## src/rtl/gf2_lin_solver_pkg.sv

```systemverilog
// gf2_pkg: shared definitions for the GF(2) linear solver.
//   state_t : controller state encoding (IDLE=0, PIVOT=1, ELIM=2, DONE=3)
//   N_DEF   : default matrix dimension
//   idx     : flat bit index of A[i][j] in a row-major N*N vector
package gf2_pkg;

   localparam int N_DEF = 4;

   typedef enum logic [1:0] {
      IDLE  = 2'd0,
      PIVOT = 2'd1,
      ELIM  = 2'd2,
      DONE  = 2'd3
   } state_t;

   function automatic int idx(input int i, input int j, input int n);
      return i * n + j;
   endfunction

endpackage

```

## src/rtl/gf2_lin_solver_pivot_find.sv

```systemverilog
// gf2_pivot_find: combinational priority encoder that picks the pivot row
// for the current elimination column.
//   col_bits : bit r = A[r][col] of the working matrix
//   col      : current column (only rows >= col are candidates)
//   found    : a candidate row with a 1 in this column exists
//   row      : lowest such row index (0 when not found)
module gf2_pivot_find #(
   parameter int N  = 4,
   parameter int CW = 2
) (
   input  logic [N-1:0]  col_bits,
   input  logic [CW-1:0] col,
   output logic          found,
   output logic [CW-1:0] row
);

   always_comb begin
      found = 1'b0;
      row   = '0;
      for (int r = 0; r < N; r++) begin
         if (!found && (r >= int'(col)) && col_bits[r]) begin
            found = 1'b1;
            row   = CW'(r);
         end
      end
   end

endmodule

```

## src/rtl/gf2_lin_solver.sv

```systemverilog
// gf2_lin_solver: solves A*x = y over GF(2) by sequential Gauss-Jordan
// elimination, one PIVOT and one ELIM cycle per column.
//   clk, rst_n          : clock, asynchronous active-low reset
//   in_valid / in_ready : problem handshake (mat = row-major A, y = RHS)
//   out_valid/out_ready : result handshake (x, singular)
//   state               : controller state, exported for observation
// Handshake: a transfer happens on the rising edge where valid and ready are
// both high; a producer holds valid and its data stable until that edge, and
// ready never depends combinationally on valid. One solve is in flight at a
// time: in_ready is high only in IDLE, out_valid only in DONE.
module gf2_lin_solver
   import gf2_pkg::*;
#(
   parameter int N = N_DEF
) (
   input  logic         clk,
   input  logic         rst_n,
   input  logic         in_valid,
   output logic         in_ready,
   input  logic [N*N-1:0] mat,
   input  logic [N-1:0] y,
   output logic         out_valid,
   input  logic         out_ready,
   output logic [N-1:0] x,
   output logic         singular,
   output state_t       state
);

   localparam int CW = (N > 1) ? $clog2(N) : 1;

   // Augmented matrix kept as A rows plus a separate RHS bit per row.
   logic [N-1:0]  a_row  [N];
   logic [N-1:0]  yv;
   logic [N-1:0]  a_elim [N];
   logic [N-1:0]  y_elim;
   logic [CW-1:0] col;
   logic [N-1:0]  col_bits;
   logic          piv_found;
   logic [CW-1:0] piv_row;
   logic          last_col;
   state_t        state_next;

   assign last_col = (col == CW'(N - 1));

   always_comb begin
      col_bits = '0;
      for (int r = 0; r < N; r++) begin
         col_bits[r] = a_row[r][col];
      end
   end

   gf2_pivot_find #(.N(N), .CW(CW)) u_pivot (
      .col_bits(col_bits),
      .col     (col),
      .found   (piv_found),
      .row     (piv_row)
   );

   // Clear column col from every other row; the pivot row itself is kept.
   always_comb begin
      y_elim = yv;
      for (int i = 0; i < N; i++) begin
         a_elim[i] = a_row[i];
         if ((i != int'(col)) && a_row[i][col]) begin
            a_elim[i] = a_row[i] ^ a_row[col];
            y_elim[i] = yv[i] ^ yv[col];
         end
      end
   end

   always_ff @(posedge clk or negedge rst_n) begin
      if (!rst_n) state <= IDLE;
      else        state <= state_next;
   end

   always_comb begin
      state_next = state;
      in_ready   = 1'b0;
      out_valid  = 1'b0;
      case (state)
         IDLE: begin
            in_ready = 1'b1;
            if (in_valid) state_next = PIVOT;
         end
         PIVOT:   state_next = piv_found ? ELIM : DONE;
         ELIM:    state_next = last_col ? DONE : PIVOT;
         DONE: begin
            out_valid = 1'b1;
            if (out_ready) state_next = IDLE;
         end
         default: state_next = IDLE;
      endcase
   end

   always_ff @(posedge clk or negedge rst_n) begin
      if (!rst_n) begin
         for (int i = 0; i < N; i++) a_row[i] <= '0;
         yv       <= '0;
         col      <= '0;
         x        <= '0;
         singular <= 1'b0;
      end else begin
         case (state)
            IDLE: begin
               if (in_valid) begin
                  for (int i = 0; i < N; i++) a_row[i] <= mat[idx(i, 0, N) +: N];
                  yv  <= y;
                  col <= '0;
               end
            end
            PIVOT: begin
               if (piv_found) begin
                  // When piv_row == col both writes carry the same value.
                  a_row[col]     <= a_row[piv_row];
                  a_row[piv_row] <= a_row[col];
                  yv[col]        <= yv[piv_row];
                  yv[piv_row]    <= yv[col];
               end else begin
                  singular <= 1'b1;
                  x        <= '0;
               end
            end
            ELIM: begin
               for (int i = 0; i < N; i++) a_row[i] <= a_elim[i];
               yv <= y_elim;
               if (last_col) begin
                  // A is now the identity, so the RHS column is x.
                  x        <= y_elim;
                  singular <= 1'b0;
               end else begin
                  col <= col + CW'(1);
               end
            end
            default: ;
         endcase
      end
   end

endmodule

```

## config.mk

```make
export PLATFORM = sky130hd
export DESIGN_NAME = gf2_lin_solver
export DESIGN_NICKNAME = d
export VERILOG_FILES = /design/src/rtl/gf2_lin_solver_pkg.sv /design/src/rtl/gf2_lin_solver_pivot_find.sv /design/src/rtl/gf2_lin_solver.sv
export SDC_FILE = /design/constraint.sdc
export NUM_CORES = 1
export LEC_CHECK = 0
export ABC_CLOCK_PERIOD_IN_PS = 3400
export CAP_MARGIN = 5
export CORE_MARGIN = 4
export CORE_UTILIZATION = 40
export DETAILED_ROUTE_END_ITERATION = 12
export GPL_TIMING_DRIVEN = 0
export PLACE_DENSITY_LB_ADDON = 0.15
export SYNTH_ARGS = -nofsm -noshare
export SYNTH_HDL_FRONTEND = slang
export SYNTH_SLANG_ARGS = --single-unit
```

## constraint.sdc

```tcl
create_clock -name clk -period 3.4 [get_ports clk]
set_input_delay 0.68 -clock clk [delete_from_list [all_inputs] [get_ports clk]]
set_output_delay 0.68 -clock clk [all_outputs]
set_load 0.05 [all_outputs]
```

# Word level (Yosys, flattened, before mapping)
# Cells that the tools add are included.
[op_classes] add_sub_neg=1 mul=0 n_div=0 order_cmp=11 eq_ne=17 n_shift=0 mux=67 bitwise=10 reduce_logical=30
[op_table] operator="two-way mux 4 bit" count=14
[op_table] operator="one-hot mux 16 bit (3 select lines)" count=1
[op_table] operator="bitwise mux 16 bit" count=2
[op_table] operator="two-way mux 16 bit" count=2
[op_table] operator="two-way mux 1 bit" count=22
[op_table] operator="inequality test 2 bit (second input constant)" count=10
[op_table] operator="binary-select mux 4 bit (select 2 bit)" count=2
[op_table] operator="demux 4 bit (select 2 bit)" count=2
[op_table] operator="AND reduction 4 bit" count=4
[op_table] operator="XOR 4 bit" count=4
[op_table] operator="logical AND 1 bit" count=14
[op_table] operator="two-way mux 2 bit" count=7
[op_table] operator="binary-select mux 1 bit (select 2 bit)" count=6
[op_table] operator="one-hot mux 4 bit (3 select lines)" count=1
[op_table] operator="AND reduction 3 bit" count=3
[op_table] operator="bitwise mux 4 bit" count=2
[op_table] operator="one-hot mux 2 bit (4 select lines)" count=1
[op_table] operator="one-hot mux 4 bit (2 select lines)" count=1
[op_table] operator="== test 2 bit (second input constant)" count=3
[op_table] operator="greater-or-equal comparator 3 bit (second input constant)" count=2
[op_table] operator="< comparator 2 x 3 -> 1 bit (second input constant)" count=2
[op_table] operator="< comparator 3 x 1 -> 1 bit (second input constant)" count=2
[op_table] operator="NOT 2 -> 3 bit" count=2
[op_table] operator="nonzero test 2 bit" count=3
[op_table] operator="other kinds (15)" count=24
[word_totals] regBits=29 latch_bits=0 mem_bits_rw=0 rom_bits=0 inputBits=24 output_inout_bits=9 word_cells=145 n_memories=0

# Depth between registers and ports, before layout
[depth] word_depth=23 mapped_depth=12 depth_no_buf=8

# Cells and area by module
# Synthesis repeated with hierarchy kept, for this count alone.
[unflattened] cells_unflattened=435 area_unflattened_um2=3339.5
[by_module_without_submodules] mod="gf2_lin_solver" instances=1 cells_per_inst=420 area_each_um2=3260.6 seq_area_each_um2=725.7
[by_module_without_submodules] mod="gf2_pivot_find" instances=1 cells_per_inst=15 area_each_um2=78.8 seq_area_each_um2=0.0

# Worst setup path before layout
# OpenSTA, ideal clock, no wires.
[synth_path] path_type="register -> register" startpoint="register col[0]" endpoint="register a_row[4] (netlist bit)" setup_time_ps=94 arrival_ps=2633 required_ps=3306 slack_ps=673 path_stages_with_launch=13 n_path_buf=4 period_less_slack_ps=2727 path_cell_list="dfrtp_1 -> buf_6 -> buf_6 -> buf_2 -> inv_1 -> ha_1 -> nand2_1 -> o22ai_2 -> buf_2 -> nor2_1 -> a221oi_1 -> o2111ai_1 -> a221oi_2"
[synth_via] elab_chain_len=23 elab_cells_between_ends=56 cone_classes="7 x order compare; 3 x eq/ne; 30 x mux; 3 x bitwise; 13 x reduce/logical"
[synth_lines] item="from (decl)" line="gf2_lin_solver.sv:36" source="logic [CW-1:0] col;"
[synth_lines] item="from (signal assigned)" line="gf2_lin_solver.sv:131" source="col <= col + CW'(1);"
[synth_lines] item="binary-select mux 1 bit (select 2 bit)" line="gf2_lin_solver.sv:48" source="col_bits[r] = a_row[r][col];"
[synth_lines] item="two-way mux 1 bit (not written as such)" line="gf2_lin_solver.sv:48"
[synth_lines] item="logical AND 1 bit" line="gf2_lin_solver_pivot_find.sv:21" source="if (!found && (r >= int'(col)) && col_bits[r]) begin"
[synth_lines] item="two-way mux 1 bit" line="gf2_lin_solver_pivot_find.sv:21"
[synth_lines] item="logical NOT 1 bit" line="gf2_lin_solver_pivot_find.sv:21"
[synth_lines] item="logical AND 1 bit (2 in a row)" line="gf2_lin_solver_pivot_find.sv:21"
[synth_lines] item="two-way mux 1 bit" line="gf2_lin_solver_pivot_find.sv:21"
[synth_lines] item="logical NOT 1 bit" line="gf2_lin_solver_pivot_find.sv:21"
[synth_lines] item="[6 not listed]"
[synth_lines] item="NOT 2 -> 3 bit (not written as such)" line="gf2_lin_solver.sv:114, gf2_lin_solver.sv:115"
[synth_lines] item="greater-or-equal comparator 3 bit (not written as such) (tied with other cells)" line="gf2_lin_solver.sv:115" source="a_row[piv_row] <= a_row[col];"
[synth_lines] item="logical AND 1 bit (not written as such) or two-way mux 4 bit (tied branches)" line="gf2_lin_solver.sv:115, gf2_lin_solver.sv:114"
[synth_lines] item="two-way mux 4 bit (on tied branches)" line="gf2_lin_solver.sv:115, gf2_lin_solver.sv:114"
[synth_lines] item="demux 4 bit (select 2 bit) or bitwise mux 16 bit (tied branches)" line="gf2_lin_solver.sv:115, gf2_lin_solver.sv:114"
[synth_lines] item="bitwise mux 16 bit" line="gf2_lin_solver.sv:115"
[synth_lines] item="two-way mux 16 bit" line="gf2_lin_solver.sv:112" source="if (piv_found) begin"
[synth_lines] item="one-hot mux 16 bit (3 select lines)" line="gf2_lin_solver.sv:103" source="case (state)"
[synth_lines] item="to (signal, indexed assignment)" line="gf2_lin_solver.sv:114" source="a_row[col] <= a_row[piv_row];"
[synth_lines] item="to (signal, indexed assignment)" line="gf2_lin_solver.sv:115"
[synth_lines] item="to (decl)" line="gf2_lin_solver.sv:32" source="logic [N-1:0] a_row [N];"
# Several ways; a longest one is shown, not always the timed one. The select of a mux whose other input is x is not followed.
# A chain may end at the register's enable or synchronous reset.

# Worst setup path in the final report
[layout_path] startpoint="register col[1]" endpoint="register a_row[4] (netlist bit)"
# The elaborated chain is that of the path after synthesis.

==> impl_results.md <==
- Max_cap viols: 0
- Top cells by count, synth: 48 x nand2_1, 29 x dfrtp_1, 27 x nor2_1
- Sequential area share after synthesis: 0.225
- CP Cell Sequence: clkbuf_4 > clkbuf_4 > inv_1 > ha_2 > nand2_1 > o22ai_4 > buf_4 > nor2_2 > a221oi_2 > o2111ai_1 > a221oi_2
- Count of cell types in the netlist: 68
- Sinks on Clock Net: 29
- CTS H-tree lvls: 2
- Ports: 33
- GRT Overall Usage: 0.228
- Worst R2R End: a_row[4]
- Asr flop ratio synth: 1.00
- Leading area contributor after synthesis: dfrtp_1
- # setup viols final: 0
- Layout cells sized above 1: 0.155
- Yosys reg bits: 29
- Clk_lat worst skew: 0.29 ns
- Routed Antenna Nets: 0
- Area fraction of the dominant cell type after synthesis: 0.225
- Crit. End Element: flip-flop
- Dominant synthesized flop cell: dfrtp_1
- Final hold violations: 0
- Buffers on Ports: 32
- WL/cell: 20.4 um
- Worst R2R Path Depth: 11
- Longest Clk Path Bufs: 2
- Status: completed
- First-pass GRT wire length: 17400 um
- Hold bufs inserted after CTS: 0
- Num rows: 32
- Hold crit path type: input port to async pin
- DR vias: 3291
- Via-to-Cell Ratio: 6.22
- Setup crit start kind: flip-flop
- Fin. max-slew vios: 0
- CP Buf/Inv Count: 4
- Final HPWL DP: 8100 um
- Crit Path Max Fanout: 10
- DRT Wirelength: 10800 um
- Post-route clock skew: 0.00941 ns
- Nets: 459
- Root Driver: clkbuf_8
- RSZ-0062 raised after global routing: yes
- Remaining global-route overflow: 0
- Delay of the slowest critical-path stage: 0.49 ns
- Crit path max-delay family: compound AO/OA/AOI/OAI gates
- Post-route DRC: 0
- CP Data Required Time: 3.61 ns
- Die width: 97.9 um
- Tcrit/Tclk final: 0.962
- Syn Inst Count: 385
- Drt pass-1 iters: 4
- Min Tclk post-route: 3.27 ns
- Critical path arrival: 3.48 ns
- Antenna violations before repair: 0
- Mapped Area: 3230 um^2
- Initial Util: 0.414
- Post-Layout Cell Count: 529
- Die Area: 9570 um^2
- Max Fclk: 0.306 GHz
- Rel. slew slack: 0.475
- Core area: 7810 um^2
- Vias in the first global route: 3122
- CP max-delay cell: a221oi_2
- Largest net degree at the start of global routing: 30
- Register-to-register setup slack: 0.13 ns
- Avg Cell Area, Syn: 8.39 um^2
- Num CTS Buffers: 5
- Final core occ: 0.499
- Placed cell count: 519
- Gpl congestion: 1.01
- Clk pin slew, worst setup/hold paths: 0.07 ns
- Drt first-iter violations: 259
- Reg-to-reg startpoint: col[1]
- Post-Syn Nets: 417
- Syn. warnings: 0
- WS Path Type: flip-flop to flip-flop
- Area contributors post-synth: dfrtp_1 22%, mux2i_1 6.5%, nand2_1 5.6%
- Number of flops mapped to enable cells by yosys: 0
- Area grow syn2layout: 20.5%
- DIE HEIGHT: 97.9 um
- N_diodes: 0
- CTS tree: yes
- Most instantiated library cell after synthesis: nand2_1
- Least-Margin Pin Slew: 0.781 ns
-- sequential cells by signal, indices dropped and copies added (netlist names) --
name	flops
state	2
a_row	16
singular	1
x	4
yv	4
col	2
-- worst max path at each step --
stage,depth (start not counted),startpoint,end
floorplan,12,col[0],a_row[4]
global placement,11,col[1],a_row[4]
detailed placement,11,col[1],a_row[4]
CTS,11,col[1],a_row[5]
global route,11,col[1],yv[0]
finish,11,col[1],a_row[4]
-- final cells by class --
type	instances	area, um^2
plain buffers	24	141
clock buffers	7	86.3
fillers	779	3920
inverters	18	67.6
multi-input cells	313	2390
flip-flops and latches	29	726
well taps	102	128
repair buffers	36	358
-- stage by stage --
step | setup WS, ns | instance area, um^2 | hold WS [ns] | TNS, ns
floorplan | 0.673 | 3230 | 0.384 | 0
CTS | -0.0405 | 3760 | 0.460 | -0.0538
global placement | -0.158 | 3680 | 0.462 | -0.427
finish | 0.130 | 3890 | 0.434 | 0
detailed placement | -0.187 | 3670 | 0.470 | -0.565
global route | -0.0265 | 3890 | 0.498 | -0.0279
-- what timing repair did --
item,CTS,global route
pin swaps,0,2
resized for setup,1,19
setup buffers,0,4
setup endpoints to repair,5,19
-- cell families (layout without fill, tap and decap cells) --
| group | after synthesis | in the layout | synth area share |
|---|---|---|---|
| xor+xnor | 16 | 16 | 0.0434 |
| compound gates | 123 | 123 | 0.308 |
| flops | 29 | 29 | 0.225 |
| mux | 33 | 33 | 0.124 |
| simple gates | 133 | 133 | 0.205 |
| buf+inv | 43 | 85 | 0.0643 |
| fa+ha+maj | 8 | 8 | 0.0310 |
-- per-layer routing --
| metal | track usage | routed length [um] |
|---|---|---|
| met1 | 0.319 | 4830 |
| met2 | 0.352 | 4900 |
| met3 | 0.0386 | 666 |
| met4 | 0.0884 | 414 |
| met5 | 0 | 0 |
-- cell usage in the layout (no fill, tap or decap), types with 9 or more instances in the layout --
master,netlist,routed
clkdlybuf4s50_1,0,31
xnor2_1,15,15
a21oi_1,20,20
clkbuf_1,12,12
mux2i_1,21,21
dfrtp_1,29,29
o21ai_0,21,21
a211oi_1,9,9
nand2b_1,9,9
nand2_1,48,48
nor2_1,27,25
inv_1,17,17
Power is not shown: default switching activity piles up to over one toggle a cycle in this logic, so the estimate is an artifact.
